`src/rtl/config_pkg.sv`:
```
`default_nettype none
// ============================================================================
//  Module      : config_pkg
//  Description : Global core configuration record shared by backend blocks.
//  Revision    : 1.0  initial release
// ============================================================================
package config_pkg;

    typedef struct packed {
        int unsigned ILEN;
        int unsigned PLEN;
        int unsigned INSTR_PER_FETCH;
    } cfg_t;

    localparam cfg_t EmptyCfg = '{ILEN: 32, PLEN: 32, INSTR_PER_FETCH: 4};

endpackage : config_pkg
`default_nettype wire

```
`src/rtl/decode_pkg.sv`:
```
`default_nettype none
// ============================================================================
//  Module      : decode_pkg
//  Description : Micro-op format, functional-unit and sub-op encodings, and
//                RV32 opcode constants used by the decode stage.
//  Revision    : 1.0  initial release
// ============================================================================
package decode_pkg;

    typedef enum logic [2:0] {
        FU_NONE = 3'd0,
        FU_ALU  = 3'd1,
        FU_BRU  = 3'd2,
        FU_LSU  = 3'd3,
        FU_MUL  = 3'd4,
        FU_DIV  = 3'd5,
        FU_CSR  = 3'd6
    } fu_e;

    // ALU sub-ops
    localparam logic [4:0] c_op_add    = 5'd0;
    localparam logic [4:0] c_op_sub    = 5'd1;
    localparam logic [4:0] c_op_sll    = 5'd2;
    localparam logic [4:0] c_op_slt    = 5'd3;
    localparam logic [4:0] c_op_sltu   = 5'd4;
    localparam logic [4:0] c_op_xor    = 5'd5;
    localparam logic [4:0] c_op_srl    = 5'd6;
    localparam logic [4:0] c_op_sra    = 5'd7;
    localparam logic [4:0] c_op_or     = 5'd8;
    localparam logic [4:0] c_op_and    = 5'd9;
    localparam logic [4:0] c_op_lui    = 5'd10;
    localparam logic [4:0] c_op_auipc  = 5'd11;
    localparam logic [4:0] c_op_nop    = 5'd12;
    // BRU sub-ops: conditional branches use {2'b00, funct3}
    localparam logic [4:0] c_op_jal    = 5'd8;
    localparam logic [4:0] c_op_jalr   = 5'd9;
    // LSU sub-ops: loads {2'b00, funct3}, stores {2'b01, funct3}
    // MUL/DIV sub-ops: {2'b00, funct3}
    // CSR sub-ops: CSR accesses {2'b00, funct3}, plus environment calls
    localparam logic [4:0] c_op_ecall  = 5'd8;
    localparam logic [4:0] c_op_ebreak = 5'd9;

    // RV32 major opcodes
    localparam logic [6:0] c_opc_lui      = 7'b0110111;
    localparam logic [6:0] c_opc_auipc    = 7'b0010111;
    localparam logic [6:0] c_opc_jal      = 7'b1101111;
    localparam logic [6:0] c_opc_jalr     = 7'b1100111;
    localparam logic [6:0] c_opc_branch   = 7'b1100011;
    localparam logic [6:0] c_opc_load     = 7'b0000011;
    localparam logic [6:0] c_opc_store    = 7'b0100011;
    localparam logic [6:0] c_opc_op_imm   = 7'b0010011;
    localparam logic [6:0] c_opc_op       = 7'b0110011;
    localparam logic [6:0] c_opc_misc_mem = 7'b0001111;
    localparam logic [6:0] c_opc_system   = 7'b1110011;

    localparam logic [31:0] c_instr_ecall  = 32'h0000_0073;
    localparam logic [31:0] c_instr_ebreak = 32'h0010_0073;

    typedef struct packed {
        logic [31:0] pc;
        logic [31:0] instr;
        fu_e         fu;
        logic [4:0]  op;
        logic [4:0]  rs1;
        logic [4:0]  rs2;
        logic [4:0]  rd;
        logic        rs1_en;
        logic        rs2_en;
        logic        rd_we;
        logic [31:0] imm;
        logic        illegal;
        logic        is_branch;
        logic        is_jump;
    } uop_t;

    // Map funct3 (plus the funct7[5] alternate bit) onto an ALU sub-op
    function automatic logic [4:0] alu_op(input logic [2:0] f3, input logic alt);
        logic [4:0] op;
        case (f3)
            3'd0:    op = alt ? c_op_sub : c_op_add;
            3'd1:    op = c_op_sll;
            3'd2:    op = c_op_slt;
            3'd3:    op = c_op_sltu;
            3'd4:    op = c_op_xor;
            3'd5:    op = alt ? c_op_sra : c_op_srl;
            3'd6:    op = c_op_or;
            default: op = c_op_and;
        endcase
        return op;
    endfunction

endpackage : decode_pkg
`default_nettype wire

```
`src/rtl/rv_decoder.sv`:
```
`default_nettype none
// ============================================================================
//  Module      : rv_decoder
//  Description : Combinational RV32IM single-instruction decoder producing
//                one micro-op. Illegal encodings still emit a uop so the
//                exception can be raised in program order.
//  Revision    : 1.0  initial release
// ============================================================================
module rv_decoder
    import decode_pkg::*;
(
    input  logic [31:0] instr,
    input  logic [31:0] pc,
    output uop_t        uop
);

    logic [6:0]  w_opc;
    logic [2:0]  w_f3;
    logic [6:0]  w_f7;
    logic [31:0] w_imm_i;
    logic [31:0] w_imm_s;
    logic [31:0] w_imm_b;
    logic [31:0] w_imm_u;
    logic [31:0] w_imm_j;

    logic        w_legal;
    fu_e         w_fu;
    logic [4:0]  w_op;
    logic        w_rs1_en;
    logic        w_rs2_en;
    logic        w_writes;
    logic [31:0] w_imm;
    logic        w_branch;
    logic        w_jump;

    assign w_opc   = instr[6:0];
    assign w_f3    = instr[14:12];
    assign w_f7    = instr[31:25];
    assign w_imm_i = {{20{instr[31]}}, instr[31:20]};
    assign w_imm_s = {{20{instr[31]}}, instr[31:25], instr[11:7]};
    assign w_imm_b = {{19{instr[31]}}, instr[31], instr[7], instr[30:25], instr[11:8], 1'b0};
    assign w_imm_u = {instr[31:12], 12'd0};
    assign w_imm_j = {{11{instr[31]}}, instr[31], instr[19:12], instr[20], instr[30:21], 1'b0};

    // Classify the opcode and validate funct3/funct7; shift-immediates keep the raw I-immediate
    always_comb begin
        w_legal  = 1'b0;
        w_fu     = FU_NONE;
        w_op     = 5'd0;
        w_rs1_en = 1'b0;
        w_rs2_en = 1'b0;
        w_writes = 1'b0;
        w_imm    = 32'd0;
        w_branch = 1'b0;
        w_jump   = 1'b0;
        case (w_opc)
            c_opc_lui: begin
                w_legal  = 1'b1;
                w_fu     = FU_ALU;
                w_op     = c_op_lui;
                w_writes = 1'b1;
                w_imm    = w_imm_u;
            end
            c_opc_auipc: begin
                w_legal  = 1'b1;
                w_fu     = FU_ALU;
                w_op     = c_op_auipc;
                w_writes = 1'b1;
                w_imm    = w_imm_u;
            end
            c_opc_jal: begin
                w_legal  = 1'b1;
                w_fu     = FU_BRU;
                w_op     = c_op_jal;
                w_writes = 1'b1;
                w_imm    = w_imm_j;
                w_jump   = 1'b1;
            end
            c_opc_jalr: begin
                w_legal  = (w_f3 == 3'd0);
                w_fu     = FU_BRU;
                w_op     = c_op_jalr;
                w_rs1_en = 1'b1;
                w_writes = 1'b1;
                w_imm    = w_imm_i;
                w_jump   = 1'b1;
            end
            c_opc_branch: begin
                w_legal  = (w_f3 != 3'd2) && (w_f3 != 3'd3);
                w_fu     = FU_BRU;
                w_op     = {2'b00, w_f3};
                w_rs1_en = 1'b1;
                w_rs2_en = 1'b1;
                w_imm    = w_imm_b;
                w_branch = 1'b1;
            end
            c_opc_load: begin
                w_legal  = (w_f3 != 3'd3) && (w_f3 != 3'd6) && (w_f3 != 3'd7);
                w_fu     = FU_LSU;
                w_op     = {2'b00, w_f3};
                w_rs1_en = 1'b1;
                w_writes = 1'b1;
                w_imm    = w_imm_i;
            end
            c_opc_store: begin
                w_legal  = (w_f3 < 3'd3);
                w_fu     = FU_LSU;
                w_op     = {2'b01, w_f3};
                w_rs1_en = 1'b1;
                w_rs2_en = 1'b1;
                w_imm    = w_imm_s;
            end
            c_opc_op_imm: begin
                w_fu     = FU_ALU;
                w_op     = alu_op(w_f3, (w_f3 == 3'd5) && w_f7[5]);
                w_rs1_en = 1'b1;
                w_writes = 1'b1;
                w_imm    = w_imm_i;
                case (w_f3)
                    3'd1:    w_legal = (w_f7 == 7'b0000000);
                    3'd5:    w_legal = (w_f7 == 7'b0000000) || (w_f7 == 7'b0100000);
                    default: w_legal = 1'b1;
                endcase
            end
            c_opc_op: begin
                w_rs1_en = 1'b1;
                w_rs2_en = 1'b1;
                w_writes = 1'b1;
                case (w_f7)
                    7'b0000000: begin
                        w_legal = 1'b1;
                        w_fu    = FU_ALU;
                        w_op    = alu_op(w_f3, 1'b0);
                    end
                    7'b0100000: begin
                        w_legal = (w_f3 == 3'd0) || (w_f3 == 3'd5);
                        w_fu    = FU_ALU;
                        w_op    = alu_op(w_f3, 1'b1);
                    end
                    7'b0000001: begin
                        w_legal = 1'b1;
                        w_fu    = w_f3[2] ? FU_DIV : FU_MUL;
                        w_op    = {2'b00, w_f3};
                    end
                    default: w_legal = 1'b0;
                endcase
            end
            c_opc_misc_mem: begin
                // FENCE is a no-op for an in-order memory pipe
                w_legal = (w_f3 == 3'd0);
                w_fu    = FU_ALU;
                w_op    = c_op_nop;
            end
            c_opc_system: begin
                w_fu = FU_CSR;
                if (w_f3 == 3'd0) begin
                    w_legal = (instr == c_instr_ecall) || (instr == c_instr_ebreak);
                    w_op    = instr[20] ? c_op_ebreak : c_op_ecall;
                end else begin
                    // CSR address travels in imm; immediate forms reuse the rs1 field as zimm
                    w_legal  = (w_f3 != 3'd4);
                    w_op     = {2'b00, w_f3};
                    w_rs1_en = ~w_f3[2];
                    w_writes = 1'b1;
                    w_imm    = {20'd0, instr[31:20]};
                end
            end
            default: w_legal = 1'b0;
        endcase
    end

    // Assemble the uop; illegal lanes carry only pc/instr/raw register fields
    always_comb begin
        uop         = '0;
        uop.pc      = pc;
        uop.instr   = instr;
        uop.rs1     = instr[19:15];
        uop.rs2     = instr[24:20];
        uop.rd      = instr[11:7];
        uop.illegal = ~w_legal;
        if (w_legal) begin
            uop.fu        = w_fu;
            uop.op        = w_op;
            uop.rs1_en    = w_rs1_en;
            uop.rs2_en    = w_rs2_en;
            uop.rd_we     = w_writes && (instr[11:7] != 5'd0);
            uop.imm       = w_imm;
            uop.is_branch = w_branch;
            uop.is_jump   = w_jump;
        end
    end

endmodule : rv_decoder
`default_nettype wire

```
`src/rtl/decode_stage.sv`:
```
`default_nettype none
// ============================================================================
//  Module      : decode_stage
//  Description : Decodes a group of DECODE_WIDTH instructions from the
//                ibuffer and holds it in a one-deep valid/ready pipeline
//                register towards rename. Flush discards the held group.
//  Revision    : 1.0  initial release
// ============================================================================
module decode_stage
    import decode_pkg::*;
#(
    parameter config_pkg::cfg_t Cfg          = config_pkg::EmptyCfg,
    parameter int unsigned      DECODE_WIDTH = Cfg.INSTR_PER_FETCH,
    parameter int unsigned      ILEN         = Cfg.ILEN,
    parameter int unsigned      PLEN         = Cfg.PLEN
)(
    input  logic                                 clk_i,
    input  logic                                 rst_i,
    input  logic                                 flush_i,
    input  logic                                 ibuf_valid_i,
    output logic                                 ibuf_ready_o,
    input  logic [DECODE_WIDTH*ILEN-1:0]         ibuf_instrs_i,
    input  logic [DECODE_WIDTH*PLEN-1:0]         ibuf_pcs_i,
    output logic                                 dec_valid_o,
    input  logic                                 dec_ready_i,
    output logic [DECODE_WIDTH*$bits(uop_t)-1:0] dec_uops_o
);

    logic                          r_valid;
    uop_t [DECODE_WIDTH-1:0]       r_uops;
    uop_t [DECODE_WIDTH-1:0]       w_dec_uops;
    logic                          w_fire_in;
    logic                          w_fire_out;

    generate
        for (genvar l = 0; l < DECODE_WIDTH; l++) begin : g_lane
            rv_decoder u_rv_decoder (
                .instr (ibuf_instrs_i[l*ILEN +: ILEN]),
                .pc    (ibuf_pcs_i[l*PLEN +: PLEN]),
                .uop   (w_dec_uops[l])
            );
        end
    endgenerate

    // Reset gates ready too so the ibuffer never pops a group that would be dropped
    assign ibuf_ready_o = !rst_i && !flush_i && (!r_valid || dec_ready_i);
    assign w_fire_in    = ibuf_valid_i && ibuf_ready_o;
    assign w_fire_out   = r_valid && dec_ready_i;
    assign dec_valid_o  = r_valid;
    assign dec_uops_o   = r_uops;

    // Pipeline register: reset, then flush, then load, then drain
    always_ff @(posedge clk_i) begin
        if (rst_i) begin
            r_valid <= 1'b0;
            r_uops  <= '0;
        end else if (flush_i) begin
            r_valid <= 1'b0;
        end else if (w_fire_in) begin
            r_valid <= 1'b1;
            r_uops  <= w_dec_uops;
        end else if (w_fire_out) begin
            r_valid <= 1'b0;
        end
    end

endmodule : decode_stage
`default_nettype wire

```
`config.mk`:
```
export PLATFORM = sky130hd
export DESIGN_NAME = decode_stage
export DESIGN_NICKNAME = d
export VERILOG_FILES = /design/src/rtl/config_pkg.sv /design/src/rtl/decode_pkg.sv /design/src/rtl/rv_decoder.sv /design/src/rtl/decode_stage.sv
export SDC_FILE = /design/constraint.sdc
export NUM_CORES = 1
export LEC_CHECK = 0
export BUFFER_PORTS_ARGS = -buffer_cell sky130_fd_sc_hd__buf_2
export CAP_MARGIN = 20
export CELL_PAD_IN_SITES_DETAIL_PLACEMENT = 1
export CELL_PAD_IN_SITES_GLOBAL_PLACEMENT = 1
export CORE_AREA = 3 3 293 295
export CTS_CLUSTER_DIAMETER = 100
export CTS_CLUSTER_SIZE = 20
export DETAILED_ROUTE_END_ITERATION = 7
export DIE_AREA = 0 0 296 298
export PLACE_DENSITY_LB_ADDON = 0.15
export SLEW_MARGIN = 5
export SYNTH_ARGS = -nofsm -noshare
export SYNTH_HDL_FRONTEND = slang
export SYNTH_SLANG_ARGS = --single-unit
```
`constraint.sdc`:
```
create_clock -name clk_i -period 2.6 [get_ports clk_i]
set_input_delay 0.13 -clock clk_i [delete_from_list [all_inputs] [get_ports clk_i]]
set_output_delay 0.13 -clock clk_i [all_outputs]
set_load 0.05 [all_outputs]
```
### Word-level counts from Yosys, hierarchy flattened

Cells that the tools add are included.
W data, S select, Z words.

| storage, ports and cells | value |
|---|---|
| RAM bits | 0 |
| memories | 0 |
| bits in latches | 0 |
| register bits | 501 |
| output and inout port bits | 502 |
| ROM bits | 0 |
| logic and storage cells | 399 |
| bits of input ports | 261 |

| operators by class | value |
|---|---|
| div/mod/pow operators | 0 |
| $mul | 0 |
| bitwise gates (word level) | 9 |
| reduce and logical (&&, ||, !) cells | 111 |
| magnitude comparators | 4 |
| mux-type cells | 114 |
| add/subtract/negate cells | 0 |
| eq/ne operators | 104 |
| shifts and indexed selects | 0 |

Operators by type and width:

| kind | number |
|---|---|
| $pmux W32 S6 | 4 |
| $pmux W4 S7 | 8 |
| $pmux W5 S10 | 4 |
| $mux W35 | 4 |
| $pmux W5 S7 | 4 |
| $eq A32 B21 Y1 const B | 4 |
| $eq A32 B7 Y1 const B | 4 |
| $eq A7 B6 Y1 const B | 16 |
| $eq A7 B7 Y1 const B | 16 |
| $pmux W3 S5 | 4 |
| $pmux W5 S3 | 4 |
| $reduce_or A2 Y1 | 29 |
| $eq A7 B5 Y1 const B | 8 |
| $mux W12 | 4 |
| $reduce_or A3 Y1 | 16 |
| $mux W1 | 42 |
| $eq A3 B3 Y1 const B | 12 |
| $ne A3 B3 Y1 const B | 12 |
| $mux W8 | 4 |
| $pmux W1 S2 | 16 |
| $pmux W1 S8 | 4 |
| $eq A7 B1 Y1 const B | 4 |
| $eq A7 B2 Y1 const B | 4 |
| $eq A7 B4 Y1 const B | 4 |
| 19 further kinds | 111 |

### Depth between registers and ports, before layout

Gate-level depths: netlist of the first run.

| logic depth | value |
|---|---|
| word-level depth | 6 |
| mapped depth | 11 |

### Cells and area by module

A second synthesis of the first run with hierarchy kept.

| second synthesis, totals | value |
|---|---|
| cells, all modules | 2,878 |
| area total of the unflattened synthesis | 29,530.8 µm² |

By module, submodules not included:

| module | seq. area each (µm²) | cells each | instances | area each (µm²) |
|---|---|---|---|---|
| decode_stage | 10,029.6 | 1,618 | 1 | 21,555.7 |
| rv_decoder at g_lane[0].u_rv_decoder ... | 0.0 | 320 | 3 | 2,053.2 |
| rv_decoder at g_lane[3].u_rv_decoder | 0.0 | 300 | 1 | 1,815.5 |

### Worst setup path after synthesis of the first run

No wires, ideal clock.

| timing | value |
|---|---|
| path kind | reg-to-reg |
| start | register r_valid, in the netlist dec_valid_o |
| end | register r_uops (netlist bit dec_uops_o[162]) |
| arrival | 2.790 ns |
| stages on the path, launching flop included | 7 |
| data required time | 2.483 ns |
| slack | -0.308 ns |
| path buffers | 2 |
| cell sequence | dfxtp_1 > nor2b_1 > nor3_1 > nand2_1 > clkbuf_1 > clkbuf_1 > a32o_1 |

| between the ends | value |
|---|---|
| longest elaborated chain between the ends | 5 |

Ends and longest elaborated chain:

| item | RTL line | RTL |
|---|---|---|
| start: declaration | decode_stage.sv:29 | `logic r_valid;` |
| start signal: assignment | decode_stage.sv:55 | `r_valid <= 1'b0;` |
| start signal: assignment | decode_stage.sv:58 | `r_valid <= 1'b0;` |
| start signal: assignment | decode_stage.sv:60 | `r_valid <= 1'b1;` |
| $logic_not A1 Y1 | decode_stage.sv:46 | `assign ibuf_ready_o = !rst_i && !flush_i && (!r_valid \|\| dec_ready_i);` |
| $logic_or A1 B1 Y1 | decode_stage.sv:46 |  |
| $logic_and A1 B1 Y1 | decode_stage.sv:46 |  |
| named net ibuf_ready_o | decode_stage.sv:21 | `output logic ibuf_ready_o,` |
| $logic_and A1 B1 Y1 | decode_stage.sv:47 | `assign w_fire_in = ibuf_valid_i && ibuf_ready_o;` |
| $reduce_and A2 Y1 (no line) | - |  |
| end signal: assignment | decode_stage.sv:61 | `r_uops <= w_dec_uops;` |
| end: declaration | decode_stage.sv:30 | `uop_t [DECODE_WIDTH-1:0] r_uops;` |

The timed path passes the listed nets, and every way through them passes these cells.
A chain may end at the register's enable or synchronous reset.

### Final worst setup path of the first run

| timing | value |
|---|---|
| start | input ibuf_instrs_i[59] |
| end | register r_uops (netlist bit dec_uops_o[150]) |

| between the ends | value |
|---|---|
| longest elaborated chain between the ends | 5 |
| elaborated cells between the ends (all ways) | 13 |
| those cells by class | eq/ne (4); mux (5); reduce/logical (4) |

Ends and longest elaborated chain:

| item | RTL line | RTL |
|---|---|---|
| start: declaration | decode_stage.sv:22 | `input logic [DECODE_WIDTH*ILEN-1:0] ibuf_instrs_i,` |
| $eq A7 B1 Y1 (tied with other cells) | rv_decoder.sv:129 | `case (w_f7)` |
| $reduce_or A2 Y1 (no line) (tied with other cells) | - |  |
| $pmux W1 S2 (tied with other cells) | rv_decoder.sv:129 |  |
| $pmux W1 S8 (*) | rv_decoder.sv:56 | `case (w_opc)` |
| $mux W35 (*) | rv_decoder.sv:181 | `if (w_legal) begin` |

Every way passes the cells marked *; elsewhere a longest branch is shown, timed or not.

==> impl_metrics.json, run 1 <==
{
  "cp.arrival_ns": 3.03,
  "final_common_cell": "buf_2",
  "async_reset_ff_share_pct": 0,
  "cts_root_buf": "clkbuf_16",
  "dpl.cell_count": 4151,
  "yosys.area_share.simple_pct": 23.1,
  "drv_slew": 0,
  "cp-start-kind": "input port",
  "hold_path_class": "input port to flip-flop",
  "worstPathCellList": "dlygate4sd3_1 -> buf_2 -> or4_1 -> buf_4 -> o41ai_1 -> a32o_1 -> or4_4 -> and2_1 -> o21ai_4 -> buf_12 -> o21ai_2",
  "routabilityCongestion": 0.861,
  "grt_antenna_before_repair": 2,
  "slowest_stage": "or4_1",
  "grtUsageTotal_pct": 20.4,
  "clock.fmax_mhz": 404,
  "wl_um": 95500,
  "route.vias.total": 21212,
  "numCtsBuffers": 30,
  "postCtsSetupRepairBufs": 0,
  "nFillCells": 10193,
  "clock_path_buffers": 3,
  "worstSetupPathType": "input port to flip-flop",
  "layout_common_cells": "buf_2, nand2_1, dfxtp_1",
  "yosysSeqAreaShare_pct": 46.7,
  "first_pass_iters": 5,
  "wl_per_cell_um": 21.4,
  "syn-cell-area_um2": 18700,
  "synth_top_cell_area_share_pct": 46.7,
  "synth_ff_type": "dfxtp_1",
  "min_period_ns": 2.47,
  "start_util_pct": 22.4,
  "cp.required_ns": 3.16,
  "synth_area_leaders": "dfxtp_1, nand2_1, a21oi_1",
  "drt_iter0_drc": 914,
  "finalInstanceArea_um2": 27000,
  "drive_gt1_share_pct": 27.3,
  "synth-xor-area-share_pct": 0.140,
  "worst_pin_slew_ns": 1.07,
  "dieArea_um2": 88200,
  "dp_slack_ns": -0.0246,
  "finClkSkew_ns": 0.0333,
  "whs_ns": 0.131,
  "setup_ws_ns": 0.127,
  "synth_edf_count": 0,
  "overflow": 0,
  "synth_top_cell_by_area": "dfxtp_1",
  "rsz0062_at_grt": "no",
  "fin_setup_tns_ns": 0,
  "die_y_um": 298,
  "setup_viol": 0,
  "cts_tree": "yes",
  "final_cell_count_no_fill": 4457,
  "syn_avg_cell_area_um2": 7.50,
  "die_x_um": 296,
  "fin_nets": 3626,
  "final_antenna_net_count": 0,
  "routed_via_density": 4.76,
  "max_slew_margin_pct": 28.5,
  "crit_path_max_incr_delay_ns": 0.62,
  "synth_cells": 2497,
  "status": "completed",
  "place.detailed.hpwl_um": 70500,
  "grt_pass1_wl_um": 140000,
  "cts.sinks": 437,
  "grt_max_degree": 142,
  "post-route-period-util_pct": 95.1,
  "muxShareOfSynthArea_pct": 0,
  "core_um2": 83400,
  "clkLatencyLatePin_ns": 0.64,
  "synthAdderAreaFrac_pct": 0,
  "end_kind": "flip-flop",
  "drc_errors": 0,
  "synth_top_family_by_area": "simple AND/OR/NAND/NOR gates",
  "first_global_vias": 22181,
  "yosysUniqueCellTypes": 69,
  "synth-compound-area-share_pct": 22.8,
  "hold_violations": 0,
  "clk_pin_slew_ns": 0.09,
  "area_growth_pct": 44.0,
  "cellLeakagePower_nw": 11.4,
  "critPathMaxFanout": 11,
  "portBuffers": 758,
  "postPlaceCellArea_um2": 23400,
  "synth-seq-cells": 437,
  "htree_levels": 1,
  "drv_cap": 0,
  "p_per_area_nw_per_um2": 531,
  "row_count": 106,
  "io_pins": 763,
  "yosysWarnings": 0,
  "ir_drop_mv": 0.560
}
-- metal layers --
| layer | wire [um] | vias to the layer above | part of all wire, % | track usage, % |
|---|---|---|---|---|
| li1 | - | 10171 | - | - |
| met1 | 38600 | 10226 | 40 | 23.8 |
| met2 | 46500 | 661 | 49 | 36.0 |
| met3 | 6780 | 152 | 7.1 | 5.45 |
| met4 | 3610 | 2 | 3.8 | 6.91 |
| met5 | 17 | - | 0.018 | 0 |
-- worst max-delay path: cells and delay by family --
kind                   cells  cell delay (ns)
AO/OA/AOI/OAI              4             0.84
AND/OR/NAND/NOR            3             0.97
buffers and inverters      4             1.08
-- report_power, final --
part	internal (mW)	switching, mW	total [mW]	leakage [nW]
clock network	2.20	2.74	4.95	0.439
registers	6.83	0.0799	6.91	3.54
logic	0.783	1.67	2.46	7.46
total	9.81	4.49	14.3	11.4
-- Yosys cell counts, drive strengths merged, types with 16 or more instances --
master	instances
dfxtp	437
a22oi	24
buf	79
nand4	16
nor3	40
nand2	740
clkbuf	190
nor2	84
inv	18
a21oi	413
nand3	27
nand2b	20
nor4	27
o21ai	192
-- state kept, by name, indices dropped and copies added, names as in the netlist --
name and count:
dec_valid_o 1, dec_uops_o 436
-- per-stage QoR --
stage	power (mW)	util, %
2_1_floorplan	8.37	-
3_3_place_gp	9.17	28.1
3_5_place_dp	9.20	28.1
4_1_cts	14.6	32.3
5_1_grt	15.0	32.3
6_report	14.3	32.3
-- what timing repair did --
action / in CTS / in global routing
resized for setup: 0 / 2
hold buffers: 262 / 0
endpoints found under the hold margin: 396 / 0
endpoints found under the setup margin: 0 / 21
-- kinds of logic after synthesis --
| group | after synthesis |
|---|---|
| XOR/XNOR | 3 |
| AO/OA/AOI/OAI | 748 |
| flip-flops | 437 |
| buffers and inverters | 287 |
| AND/OR/NAND/NOR | 1021 |
| other | 1 |
-- final cells by class --
class                           count  area, um2  area share (%)
Sequential cell                   437       8750            32.5
Multi-Input combinational cell   1776       8680            32.2
Timing Repair Buffer             1102       7200            26.7
Tap cell                         1080       1350            5.01
Clock buffer                       33        772            2.86
Clock inverter                     10        130           0.483
Inverter                           18       67.6           0.251
Antenna cell                        1       2.50         0.00928
-- path summary, 6_finish.rpt --
check | cells past startpoint | to | from | slack [ns]
worst min-delay path | 4 | dec_uops_o[126]$_SDFFE_PP0P_ | ibuf_valid_i | 0.13
worst min register to register | 2 | dec_uops_o[15]$_SDFFE_PP0P_ | dec_uops_o[15]$_SDFFE_PP0P_ | 0.45
worst max register to register | 6 | dec_uops_o[60]$_SDFFE_PP0P_ | dec_valid_o$_SDFFE_PP0P_ | 0.23
worst max-delay path | 11 | dec_uops_o[150]$_SDFFE_PP0P_ | ibuf_instrs_i[59] | 0.13
Power figures use the tool's default switching activity.
==> inputs of run 2 (changes only) <==
--- a/config.mk
+++ b/config.mk
@@ -8,12 +8,13 @@
 export BUFFER_PORTS_ARGS = -buffer_cell sky130_fd_sc_hd__buf_2
 export CAP_MARGIN = 20
 export CELL_PAD_IN_SITES_DETAIL_PLACEMENT = 1
-export CELL_PAD_IN_SITES_GLOBAL_PLACEMENT = 1
-export CORE_AREA = 3 3 293 295
+export CELL_PAD_IN_SITES_GLOBAL_PLACEMENT = 2
+export CORE_AREA = 3 3 298 300
 export CTS_CLUSTER_DIAMETER = 100
 export CTS_CLUSTER_SIZE = 20
 export DETAILED_ROUTE_END_ITERATION = 7
-export DIE_AREA = 0 0 296 298
+export DIE_AREA = 0 0 301 303
+export HOLD_SLACK_MARGIN = 0.12
 export PLACE_DENSITY_LB_ADDON = 0.15
 export SLEW_MARGIN = 5
 export SYNTH_ARGS = -nofsm -noshare
==> impl_metrics.json, run 2 (synthesis gave the netlist of run 1 again) <==
{
  "post-route-period-util_pct": 96.2,
  "worstSetupPathType": "input port to flip-flop",
  "htree_levels": 1,
  "cts.sinks": 437,
  "cp-start-kind": "input port",
  "finClkSkew_ns": 0.0260,
  "overflow": 0,
  "grt_antenna_before_repair": 3,
  "die_x_um": 301,
  "slowest_stage": "or4_1",
  "start_util_pct": 21.6,
  "critPathMaxFanout": 16,
  "clock.fmax_mhz": 400,
  "drive_gt1_share_pct": 27.3,
  "final_antenna_net_count": 0,
  "final_cell_count_no_fill": 4538,
  "worstPathCellList": "dlygate4sd3_1 -> buf_2 -> nor4bb_1 -> a21oi_1 -> a41o_1 -> or4_1 -> and2_1 -> o21ai_4 -> o21ai_0",
  "portBuffers": 758,
  "layout_common_cells": "buf_2, nand2_1, dfxtp_1",
  "rsz0062_at_grt": "no",
  "clock_path_buffers": 3,
  "routed_via_density": 4.71,
  "cts_root_buf": "clkbuf_16",
  "holdPathStages": 5,
  "drc_errors": 0,
  "place.detailed.hpwl_um": 72400,
  "drt_iter0_drc": 1054,
  "setup_viol": 0,
  "cp.required_ns": 3.09,
  "io_pins": 763,
  "min_period_ns": 2.50,
  "p_per_area_nw_per_um2": 537,
  "dpl.cell_count": 4226,
  "dieArea_um2": 91200,
  "power.total_mw": 14.6,
  "route.vias.total": 21375,
  "hold_path_class": "input port to flip-flop",
  "hold_end": "dec_uops_o[428]$_SDFFE_PP0P_",
  "crit_path_max_incr_delay_ns": 0.65,
  "clk_pin_slew_ns": 0.09,
  "hold_violations": 0,
  "area_growth_pct": 45.0,
  "wl_um": 97500,
  "reg2reg_slack_ns": 0.40,
  "rr_startpoint": "dec_valid_o$_SDFFE_PP0P_",
  "drv_cap": 0,
  "die_y_um": 303,
  "fin_nets": 3630,
  "status": "completed",
  "clkLatencyLatePin_ns": 0.63,
  "grt_pass1_wl_um": 143000,
  "rr_endpoint": "dec_uops_o[178]$_SDFFE_PP0P_",
  "end_kind": "flip-flop",
  "routabilityCongestion": 0.886,
  "core_um2": 86500,
  "cts_tree": "yes",
  "grtUsageTotal_pct": 20.2,
  "numCtsBuffers": 30,
  "wl_per_cell_um": 21.5,
  "grt_max_degree": 132,
  "reg2reg_depth": 7,
  "largest_reg_flops": 436,
  "drv_slew": 0,
  "first_pass_iters": 5,
  "cellLeakagePower_nw": 11.5,
  "worst_pin_slew_ns": 1.07,
  "row_count": 108,
  "first_global_vias": 22242,
  "ir_drop_mv": 0.519,
  "final_common_cell": "buf_2",
  "worstHoldStart": "ibuf_valid_i",
  "max_slew_margin_pct": 28.8,
  "cp.arrival_ns": 2.99
}
-- run 2: changes by cell type in the layout (fill, tap and decap cells not counted), moves of 2 or more --
cell,previous run,this run
bufinv_16,0,2
clkbuf_1,2,0
dlygate4sd3_1,262,265
inv_8,4,1
-- run 2: area by class of cell --
class	count	area (um2)
diodes	2	5.00
clock inverters	11	175
fillers	10569	59300
well taps	1155	1450
multi-input cells	1777	8680
inverters	18	67.6
clock buffers	33	803
repair buffers	1105	7220
flip-flops and latches	437	8750
-- run 2: worst max-delay path by stage --
| stage | from | to | slack [ns] |
|---|---|---|---|
| floorplan | dec_valid_o$_SDFFE_PP0P_ | dec_uops_o[162]$_SDFFE_PP0P_ | 0.21 |
| global placement | ibuf_instrs_i[38] | dec_uops_o[131]$_SDFFE_PP0P_ | -0.07 |
| detailed placement | ibuf_instrs_i[59] | dec_uops_o[128]$_SDFFE_PP0P_ | -0.16 |
| CTS | ibuf_instrs_i[38] | dec_uops_o[128]$_SDFFE_PP0P_ | 0.07 |
| global route | ibuf_instrs_i[38] | dec_uops_o[131]$_SDFFE_PP0P_ | 0.01 |
| finish | ibuf_instrs_i[38] | dec_uops_o[128]$_SDFFE_PP0P_ | 0.1 |
-- run 2: layer usage --
layer	global-route usage [%]	vias to the layer above	wire length, um
li1	-	10173	-
met1	24.0	10462	39700
met2	36.5	643	49000
met3	4.77	97	6350
met4	4.63	0	2470
met5	0	-	0
-- run 2: stage by stage --
stage	setup TNS (ns)	worst slack [ns]	hold slack (ns)	instance area, um2	util [%]
final	0	0.0998	0.183	27100	31.4
after global routing	0	0.0109	0.188	27100	31.4
after CTS	0	0.0723	0.143	27100	31.4
after detailed placement	-3.00	-0.157	0.377	23500	27.2
after global placement	-1.24	-0.0746	0.370	23500	27.2
after floorplan	0	0.211	0.209	18700	-
-- run 2: what timing repair did --
action,4_1_cts,5_1_grt
setup endpoints to repair,0,8
hold buffers,265,0
gates resized for setup,0,2
buffers inserted,0,0
hold endpoints to repair,418,0
-- run 2: worst max-delay path: cells and delay by family --
kind | cells | cell delay (ns)
buffers and inverters | 2 | 0.84
AOI/OAI and AO/OA | 4 | 0.75
and+or+nand+nor | 3 | 1.24
-- run 2: where the power goes --
part,total (mW),leakage (nW),internal (mW),switching [mW]
Combinational,2.46,7.45,0.787,1.67
Clock,5.22,0.479,2.48,2.75
Sequential,6.91,3.54,6.83,0.0817
Total,14.6,11.5,10.1,4.50
